==> src/rtl/pc_pkg.sv <==
// Shared definitions for the miniRISC program-counter unit:
// next-PC select encoding and the return-stack pointer-width helper.
package pc_pkg;

    // Which source the PC register loads on the next falling edge.
    typedef enum logic [2:0] {
        NPC_SEQ  = 3'd0,
        NPC_BR   = 3'd1,
        NPC_JMP  = 3'd2,
        NPC_CALL = 3'd3,
        NPC_RET  = 3'd4,
        NPC_HOLD = 3'd5
    } npc_sel_e;

    // Pointer width for a return stack of the given (power-of-two) depth.
    // A depth of one would give a zero-width pointer, so it is floored at 1.
    function automatic int ras_ptr_w(input int depth);
        return (depth > 1) ? $clog2(depth) : 1;
    endfunction

    // Pointer width for the default eight-entry return stack.
    localparam int RAS_PTR_W_DEFAULT = ras_ptr_w(8);

endpackage

==> src/rtl/pc_unit_ras_if.sv <==
// Control/status bundle between the decode/branch unit and the PC unit.
// The decode side is the master; the PC unit is the slave.
interface pc_unit_ras_if #(
    parameter int ADDR_W = 32
);
    logic              HLT;
    logic              BR_TAKEN;
    logic [ADDR_W-1:0] BR_TARGET;
    logic              JMP;
    logic              CALL;
    logic [ADDR_W-1:0] J_TARGET;
    logic              RET;
    logic [ADDR_W-1:0] PC_OUT;
    logic              RAS_EMPTY;
    logic              RAS_FULL;
    logic              RAS_OVF;
    logic              RAS_UNF;

    // Decode/branch side: issues redirect requests, observes PC and stack state.
    modport master (
        output HLT, BR_TAKEN, BR_TARGET, JMP, CALL, J_TARGET, RET,
        input  PC_OUT, RAS_EMPTY, RAS_FULL, RAS_OVF, RAS_UNF
    );

    // PC unit side: consumes requests, drives PC and stack state.
    modport slave (
        input  HLT, BR_TAKEN, BR_TARGET, JMP, CALL, J_TARGET, RET,
        output PC_OUT, RAS_EMPTY, RAS_FULL, RAS_OVF, RAS_UNF
    );
endinterface

==> src/rtl/ras_stack.sv <==
// Circular return-address stack. Pushing while full silently overwrites the
// oldest entry; popping while empty leaves pointer and occupancy alone.
// Push and pop are expected to be mutually exclusive (the caller arbitrates).
module ras_stack
    import pc_pkg::*;
#(
    parameter int ADDR_W    = 32,
    parameter int RAS_DEPTH = 8
)(
    input  logic              i_clk,
    input  logic              i_rst,
    input  logic              i_push,
    input  logic              i_pop,
    input  logic [ADDR_W-1:0] i_push_data,
    output logic [ADDR_W-1:0] o_pop_data,
    output logic              o_empty,
    output logic              o_full,
    output logic              o_ovf,
    output logic              o_unf
);
    localparam int PTR_W = ras_ptr_w(RAS_DEPTH);
    localparam int CNT_W = PTR_W + 1;

    logic [ADDR_W-1:0] r_mem [RAS_DEPTH];
    logic [PTR_W-1:0]  r_ptr;
    logic [CNT_W-1:0]  r_count;
    logic [PTR_W-1:0]  w_ptr_prev;
    logic              w_do_pop;

    // The pointer always names the next free slot, so the top of stack sits
    // one below it; with a power-of-two depth the wrap is natural overflow.
    assign w_ptr_prev = r_ptr - PTR_W'(1);
    assign o_pop_data = r_mem[w_ptr_prev];
    assign o_empty    = (r_count == '0);
    assign o_full     = (r_count == CNT_W'(RAS_DEPTH));
    assign o_ovf      = i_push & o_full;
    assign o_unf      = i_pop & o_empty;
    assign w_do_pop   = i_pop & ~o_empty;

    // Pointer and occupancy bookkeeping; occupancy saturates at the depth
    // because a push into a full stack replaces the oldest entry.
    always_ff @(negedge i_clk) begin
        if (i_rst) begin
            r_ptr   <= '0;
            r_count <= '0;
        end else if (i_push) begin
            r_ptr <= r_ptr + PTR_W'(1);
            if (!o_full) begin
                r_count <= r_count + CNT_W'(1);
            end
        end else if (w_do_pop) begin
            r_ptr   <= w_ptr_prev;
            r_count <= r_count - CNT_W'(1);
        end
    end

    // Entry storage is never cleared: after reset the occupancy count says
    // nothing is valid, so stale contents are never observed.
    always_ff @(negedge i_clk) begin
        if (i_push && !i_rst) begin
            r_mem[r_ptr] <= i_push_data;
        end
    end

endmodule

==> src/rtl/pc_unit_ras.sv <==
// Program-counter unit at the head of fetch: priority-encodes redirect
// requests, holds the PC register and the sticky stack error flags, and
// delegates return-address storage to ras_stack. State moves on the falling
// clock edge to match the fetch timing of the core.
module pc_unit_ras
    import pc_pkg::*;
#(
    parameter int              ADDR_W    = 32,
    parameter int              PC_STEP   = 1,
    parameter logic [ADDR_W-1:0] RESET_VEC = '0,
    parameter int              RAS_DEPTH = 8
)(
    input  logic          CLK,
    input  logic          RST,
    pc_unit_ras_if.slave  bus
);
    npc_sel_e          w_sel;
    logic [ADDR_W-1:0] r_pc;
    logic [ADDR_W-1:0] w_pc_inc;
    logic [ADDR_W-1:0] w_pc_next;
    logic [ADDR_W-1:0] w_pop_data;
    logic              w_push;
    logic              w_pop;
    logic              w_empty;
    logic              w_full;
    logic              w_ovf_evt;
    logic              w_unf_evt;
    logic              r_ovf;
    logic              r_unf;

    assign w_pc_inc = r_pc + ADDR_W'(PC_STEP);

    // Pick exactly one PC source; halt outranks every redirect, and return
    // outranks call so a simultaneous call/return behaves as a plain return.
    always_comb begin
        w_sel = NPC_SEQ;
        if (bus.HLT) begin
            w_sel = NPC_HOLD;
        end else if (bus.RET) begin
            w_sel = NPC_RET;
        end else if (bus.CALL) begin
            w_sel = NPC_CALL;
        end else if (bus.JMP) begin
            w_sel = NPC_JMP;
        end else if (bus.BR_TAKEN) begin
            w_sel = NPC_BR;
        end
    end

    assign w_push = (w_sel == NPC_CALL);
    assign w_pop  = (w_sel == NPC_RET);

    // Next-PC mux; a return on an empty stack falls through to sequential.
    always_comb begin
        w_pc_next = w_pc_inc;
        case (w_sel)
            NPC_SEQ:  w_pc_next = w_pc_inc;
            NPC_BR:   w_pc_next = bus.BR_TARGET;
            NPC_JMP:  w_pc_next = bus.J_TARGET;
            NPC_CALL: w_pc_next = bus.J_TARGET;
            NPC_RET:  w_pc_next = w_empty ? w_pc_inc : w_pop_data;
            NPC_HOLD: w_pc_next = r_pc;
            default:  w_pc_next = w_pc_inc;
        endcase
    end

    ras_stack #(
        .ADDR_W    (ADDR_W),
        .RAS_DEPTH (RAS_DEPTH)
    ) u_ras (
        .i_clk       (CLK),
        .i_rst       (RST),
        .i_push      (w_push),
        .i_pop       (w_pop),
        .i_push_data (w_pc_inc),
        .o_pop_data  (w_pop_data),
        .o_empty     (w_empty),
        .o_full      (w_full),
        .o_ovf       (w_ovf_evt),
        .o_unf       (w_unf_evt)
    );

    // PC register and sticky error flags; a halt produces no push/pop and
    // selects the current PC, so everything holds without a separate enable.
    always_ff @(negedge CLK) begin
        if (RST) begin
            r_pc  <= RESET_VEC;
            r_ovf <= 1'b0;
            r_unf <= 1'b0;
        end else begin
            r_pc  <= w_pc_next;
            r_ovf <= r_ovf | w_ovf_evt;
            r_unf <= r_unf | w_unf_evt;
        end
    end

    assign bus.PC_OUT    = r_pc;
    assign bus.RAS_EMPTY = w_empty;
    assign bus.RAS_FULL  = w_full;
    assign bus.RAS_OVF   = r_ovf;
    assign bus.RAS_UNF   = r_unf;

endmodule

==> src/flat_wrapper.sv <==
// flat-port wrapper written by rule: the top's interface ports become plain ports
module pc_unit_ras_flat import pc_pkg::*;
#(
    parameter int              ADDR_W    = 32,
    parameter int              PC_STEP   = 1,
    parameter logic [ADDR_W-1:0] RESET_VEC = '0,
    parameter int              RAS_DEPTH = 8
)
  (CLK, RST, bus_HLT, bus_BR_TAKEN, bus_BR_TARGET, bus_JMP, bus_CALL, bus_J_TARGET, bus_RET, bus_PC_OUT, bus_RAS_EMPTY, bus_RAS_FULL, bus_RAS_OVF, bus_RAS_UNF);
  pc_unit_ras_if #(.ADDR_W(ADDR_W)) bus_i ();
  input  logic CLK;
  input  logic RST;
  input wire logic [$bits(bus_i.HLT)-1:0] bus_HLT;
  input wire logic [$bits(bus_i.BR_TAKEN)-1:0] bus_BR_TAKEN;
  input wire logic [$bits(bus_i.BR_TARGET)-1:0] bus_BR_TARGET;
  input wire logic [$bits(bus_i.JMP)-1:0] bus_JMP;
  input wire logic [$bits(bus_i.CALL)-1:0] bus_CALL;
  input wire logic [$bits(bus_i.J_TARGET)-1:0] bus_J_TARGET;
  input wire logic [$bits(bus_i.RET)-1:0] bus_RET;
  output wire logic [$bits(bus_i.PC_OUT)-1:0] bus_PC_OUT;
  output wire logic [$bits(bus_i.RAS_EMPTY)-1:0] bus_RAS_EMPTY;
  output wire logic [$bits(bus_i.RAS_FULL)-1:0] bus_RAS_FULL;
  output wire logic [$bits(bus_i.RAS_OVF)-1:0] bus_RAS_OVF;
  output wire logic [$bits(bus_i.RAS_UNF)-1:0] bus_RAS_UNF;
  assign bus_i.HLT = bus_HLT;
  assign bus_i.BR_TAKEN = bus_BR_TAKEN;
  assign bus_i.BR_TARGET = bus_BR_TARGET;
  assign bus_i.JMP = bus_JMP;
  assign bus_i.CALL = bus_CALL;
  assign bus_i.J_TARGET = bus_J_TARGET;
  assign bus_i.RET = bus_RET;
  assign bus_PC_OUT = bus_i.PC_OUT;
  assign bus_RAS_EMPTY = bus_i.RAS_EMPTY;
  assign bus_RAS_FULL = bus_i.RAS_FULL;
  assign bus_RAS_OVF = bus_i.RAS_OVF;
  assign bus_RAS_UNF = bus_i.RAS_UNF;
  pc_unit_ras #(.ADDR_W(ADDR_W), .PC_STEP(PC_STEP), .RESET_VEC(RESET_VEC), .RAS_DEPTH(RAS_DEPTH)) u_core (.CLK(CLK), .RST(RST), .bus(bus_i));
endmodule
==> config.mk <==
export PLATFORM = sky130hd
export DESIGN_NAME = pc_unit_ras_flat
export DESIGN_NICKNAME = d
export VERILOG_FILES = /design/src/rtl/pc_pkg.sv /design/src/rtl/pc_unit_ras_if.sv /design/src/rtl/ras_stack.sv /design/src/rtl/pc_unit_ras.sv /design/src/flat_wrapper.sv
export SDC_FILE = /design/constraint.sdc
export NUM_CORES = 1
export LEC_CHECK = 0
export ABC_AREA = 1
export BUFFER_PORTS_ARGS = -buffer_cell sky130_fd_sc_hd__buf_4
export CAP_MARGIN = 10
export CORE_MARGIN = 10
export CORE_UTILIZATION = 29
export DETAILED_ROUTE_END_ITERATION = 12
export PLACE_DENSITY = 0.52
export REMOVE_ABC_BUFFERS = 1
export SYNTH_ARGS = -nofsm -noshare
export SYNTH_HDL_FRONTEND = slang
export SYNTH_SLANG_ARGS = --single-unit
==> constraint.sdc <==
create_clock -name CLK -period 10.35 [get_ports CLK]
set_input_delay 0.5175 -clock CLK [delete_from_list [all_inputs] [get_ports CLK]]
set_output_delay 0.5175 -clock CLK [all_outputs]
set_load 0.01 [all_outputs]
== Word level (Yosys, flattened, before mapping) ==
Memory sizes are Yosys's and may differ from the RTL's.
Cells that the tools add are included.
Cells by class
  mux-type cells: 14
  equal/unequal tests: 7
  reduce and logical (&&, ||, !) cells: 6
  add/sub/neg operators: 5
  bitwise gates (word level): 6
Operators by type and width (number)
  $pmux W32 S4: 1
  $add A32 B1 Y32 const B: 1
  $mux W32: 1
  $mux W3: 6
  $mux W4: 3
  $eq A3 B2 Y1 const B: 2
  $eq A3 B3 Y1 const B: 2
  $add A4 B1 Y4 const B: 1
  $eq A4 B4 Y1 const B: 1
  $logic_not A4 Y1: 1
  $sub A4 B1 Y4 const B: 1
  $add A3 B1 Y3 const B: 1
  $and A1 B1 Y1: 3
  $eq A3 B1 Y1 const B: 1
  $mux W1: 3
  $sub A3 B1 Y3 const B: 1
  $ne A2 B2 Y1 const B: 1
  $or A1 B1 Y1: 2
  $reduce_and A2 Y1: 1
  $reduce_bool A2 Y1: 1
  $reduce_or A2 Y1: 1
  $logic_and A1 B1 Y1: 1
  $logic_not A1 Y1: 1
  $not A1 Y1: 1
Word-level totals
  word-level logic and storage cells: 44
  memories: 1
  register bits after elaboration: 41
  RAM bits: 256
Memories
  u_core.u_ras.r_mem: words 8, width 32, read ports 1, clocked after memory_dff 0, write ports 1, line ras_stack.sv:24  | logic [ADDR_W-1:0] r_mem [RAS_DEPTH];

== Depth between registers and ports, before layout ==
  depth in word-level cells: 9
  gate-level depth with buffers: 16

== Cells and area by module ==
From an unflattened synthesis, not the netlist that was laid out.
Second synthesis, totals
  cells, all modules: 1496
  area, all modules: 14146.1 µm²
By module, submodules not included
  ras_stack: cells an instance 913, seq. area each 7827.5 µm², times used 1, area each 10821.6 µm²
  pc_unit_ras: cells an instance 583, seq. area each 680.7 µm², times used 1, area each 3324.4 µm²

==> flow_summary.toml <==
[die]
ios = 107
dieArea_um2 = 56460
core_area_um2 = 46650
initial_core_util_pct = 29.44
rows = 79
die_width_um = 237.6
die_height_um = 237.6

[worst_setup_path]
path_class = "in -> reg"
crit_slowest_cell = "nor2_4"
crit_path_max_incr_delay_ns = 0.73
cp-end-kind = "flop"
cp_max_fo = 22
crit_path_start_kind = "input pin"
cp_num_buf_inv = 3
arrival_ns = 3.56
critPathTopFamily = "simple AND/OR/NAND/NOR gates"
cp.required_ns = 5.44
crit_chain = "buf_4, nor2_2, nand2_2, inv_2, nand2_2, nor2_1, nand2_1, nor2_4, buf_4"

[timing]
setup_slack_ns = 1.883
holdWs_ns = 0.4607
skew_ns = 0.02886
finalHoldViolations = 0
slew_viol_final = 0
fin_tns_setup_ns = 0
timing.slew.headroom_pct = 35.87
rsz0062_at_grt = "false"
finalSetupViolCount = 0
tightest_slew_ns = 0.9620

[clock_network]
cts_setup_buffers = 0
clockBufferDepth = 3
clk_latency_ns = 0.59
cts_tree = "done"
clock-sinks = 297
cts-hold-fix-buffers = 0
ctsResizeCount = 0
cts_root_buf = "clkbuf_16"
numCtsBuffers = 35
cts.clk_slew.worst_paths_ns = 0.04
htreeDepth = 2

[place]
hpwlAfterDp_um = 28270
place_area_um2 = 15160
place.gp.congestion = 0.8517
place_ws_ns = 1.341
port_buffers = 106

[power_and_ir_drop]
power_density_nw_per_um2 = 213.2
power_frac_comb_pct = 14.0
p_sw_mw = 1.218
internal-power_mw = 2.525
clockPowerShare_pct = 48.7
p_leak_nw = 8.090
switching_share_pct = 32.54
ir_worst_vdd_uv = 123.0
pwr-share-seq_pct = 37.2

[routing]
topRoutingLayerUsed = "met4"
drcViolationCount = 0
post_drt_via_cell_ratio = 4.754
vias = 12023
finalWirelength_um = 45590
wl_met1_um = 20400
drtAntennaViolNets = 0
wl_met3_um = 3240
dr.first_iter.drc_count = 886
dr_wl_met2_um = 21170
post_drt_wl_per_cell_um = 18.03
drtPass1Iterations = 5

[layout]
drive_above_1_share_pct = 11.81
multi_input_area_um2 = 4543
antenna_cells = 0
regArea_um2 = 8512
finalNetCount = 1972
fin_area_um2 = 17560
synthToLayoutAreaGrowth_pct = 27.89
fill_cells = 4839

[logic_synthesis]
yosysUniqueCellTypes = 32
synthArstFlopShare_pct = 0
ys_ff_latch = 297
syn_area_um2 = 13730
synth.top_cell.area_share_pct = 55.98
postSynthAreaPerCell_um2 = 9.131
synth_commonest_cells = "458 x nand2_1, 256 x edfxtp_1, 227 x nand3_1, 221 x nor2_1, 96 x inv_1"
ys_top_cells_by_area = "edfxtp_1 56%, nand2_1 13%, nand3_1 8.3%"
synth_top_area_cell = "edfxtp_1"
seq_area_frac_synth_pct = 61.95
synth_edf_count = 256
ys.warnings.count = 0
ys.flop_type = "edfxtp_1"
syn_inst = 1504
synth.most_common_cell = "nand2_1"

[global_routing]
antenna_found_initial = 0
grt_use_total_pct = 15.79
grt_max_degree = 81
grt_pass1_wl_um = 69520
grt_pass1_vias = 12588
gr-total-overflow = 0

[status]
status = "complete, no violations"

[worst_hold_path]
hold_class = "reg -> reg"

[job]
cap_violations = 0
==> placed cells by master (no fill, tap or decap), types with 6 or more instances in the layout <==
cell type,count
nor2_4,7
nor2_2,9
nand3_1,227
a21oi_1,11
inv_1,392
nand2_2,6
buf_4,126
bufinv_16,9
dfxtp_1,40
edfxtp_1,256
clkbuf_16,36
nor2_1,215
o21ai_0,64
inv_2,9
nand2_1,458
clkinvlp_2,9
==> worst paths after layout <==
check / depth (start not counted) / start / endpoint / slack, ns
worst min register to register: 2 / u_core.bus.RAS_OVF$_SDFF_NP0_ / u_core.bus.RAS_OVF$_SDFF_NP0_ / 0.46
worst max register to register: 13 / u_core.u_ras.r_ptr[0]$_SDFFE_NP0P_ / u_core.bus.PC_OUT[14]$_SDFFE_NP0P_ / 6.23
worst min-delay path: 2 / u_core.bus.RAS_OVF$_SDFF_NP0_ / u_core.bus.RAS_OVF$_SDFF_NP0_ / 0.46
worst max-delay path: 9 / bus_HLT / u_core.u_ras.r_mem[1][24]$_DFFE_NP_ / 1.88
==> registers in the layout, summed over array words and instances (netlist names) <==
name,count
u_core.u_ras.r_ptr,3
u_core.u_ras.r_count,4
u_core.bus.PC_OUT,32
u_core.bus.RAS_UNF,1
u_core.bus.RAS_OVF,1
u_core.u_ras.r_mem,256
==> cells by family after synthesis <==
family | Yosys count | synth area share, %
simple gates | 930 | 27.99
fa+ha+maj | 6 | 0.6013
compound gates | 89 | 3.499
xor+xnor | 9 | 0.5739
buf+inv | 173 | 5.384
flops | 297 | 61.95
==> metal layers <==
layer / up-vias / track usage (%)
met1: 5742 / 20.02
met2: 447 / 24.68
met4: 0 / 6.681
li1: 5778 / -
met3: 56 / 4.674
met5: - / 0
==> power by group through the flow <==
stage	clock (mW)	combinational, mW	sequential (mW)
after detailed placement	0.171	0.529	1.41
after global routing	2.03	0.585	1.39
after floorplan	0.171	0.308	1.40
after global placement	0.171	0.526	1.41
after CTS	1.88	0.532	1.39
final	1.82	0.526	1.39
==> worst reg2reg max path: stages (launching register included) <==
cell	delay [ns]
dfxtp_4	0.80
clkinv_2	0.90
ha_2	0.52
inv_1	0.05
nand2_1	0.05
nand2_2	0.07
buf_4	0.45
inv_2	0.51
nand3_1	0.22
nand2_1	0.12
nand2_1	0.08
nand3_1	0.09
nor2_1	0.11
nor2_1	0.04
==> stage by stage <==
step                std cells  utilization [%]  power, mW
floorplan                1436                -      1.876
global placement         2169            32.49      2.103
detailed placement       2169            32.49      2.106
CTS                      2529            37.64      3.801
global route             2529            37.64      4.009
finish                   2529            37.64      3.744
==> cell type report <==
cell class	instances	share of cell area [%]
Sequential cell	297	48.46
Multi-Input combinational cell	1034	25.87
Clock inverter	325	8.599
Timing Repair Buffer	126	5.386
Clock buffer	36	5.129
Tap cell	607	4.324
Inverter	104	2.230
(Power assumes the default switching activity.)
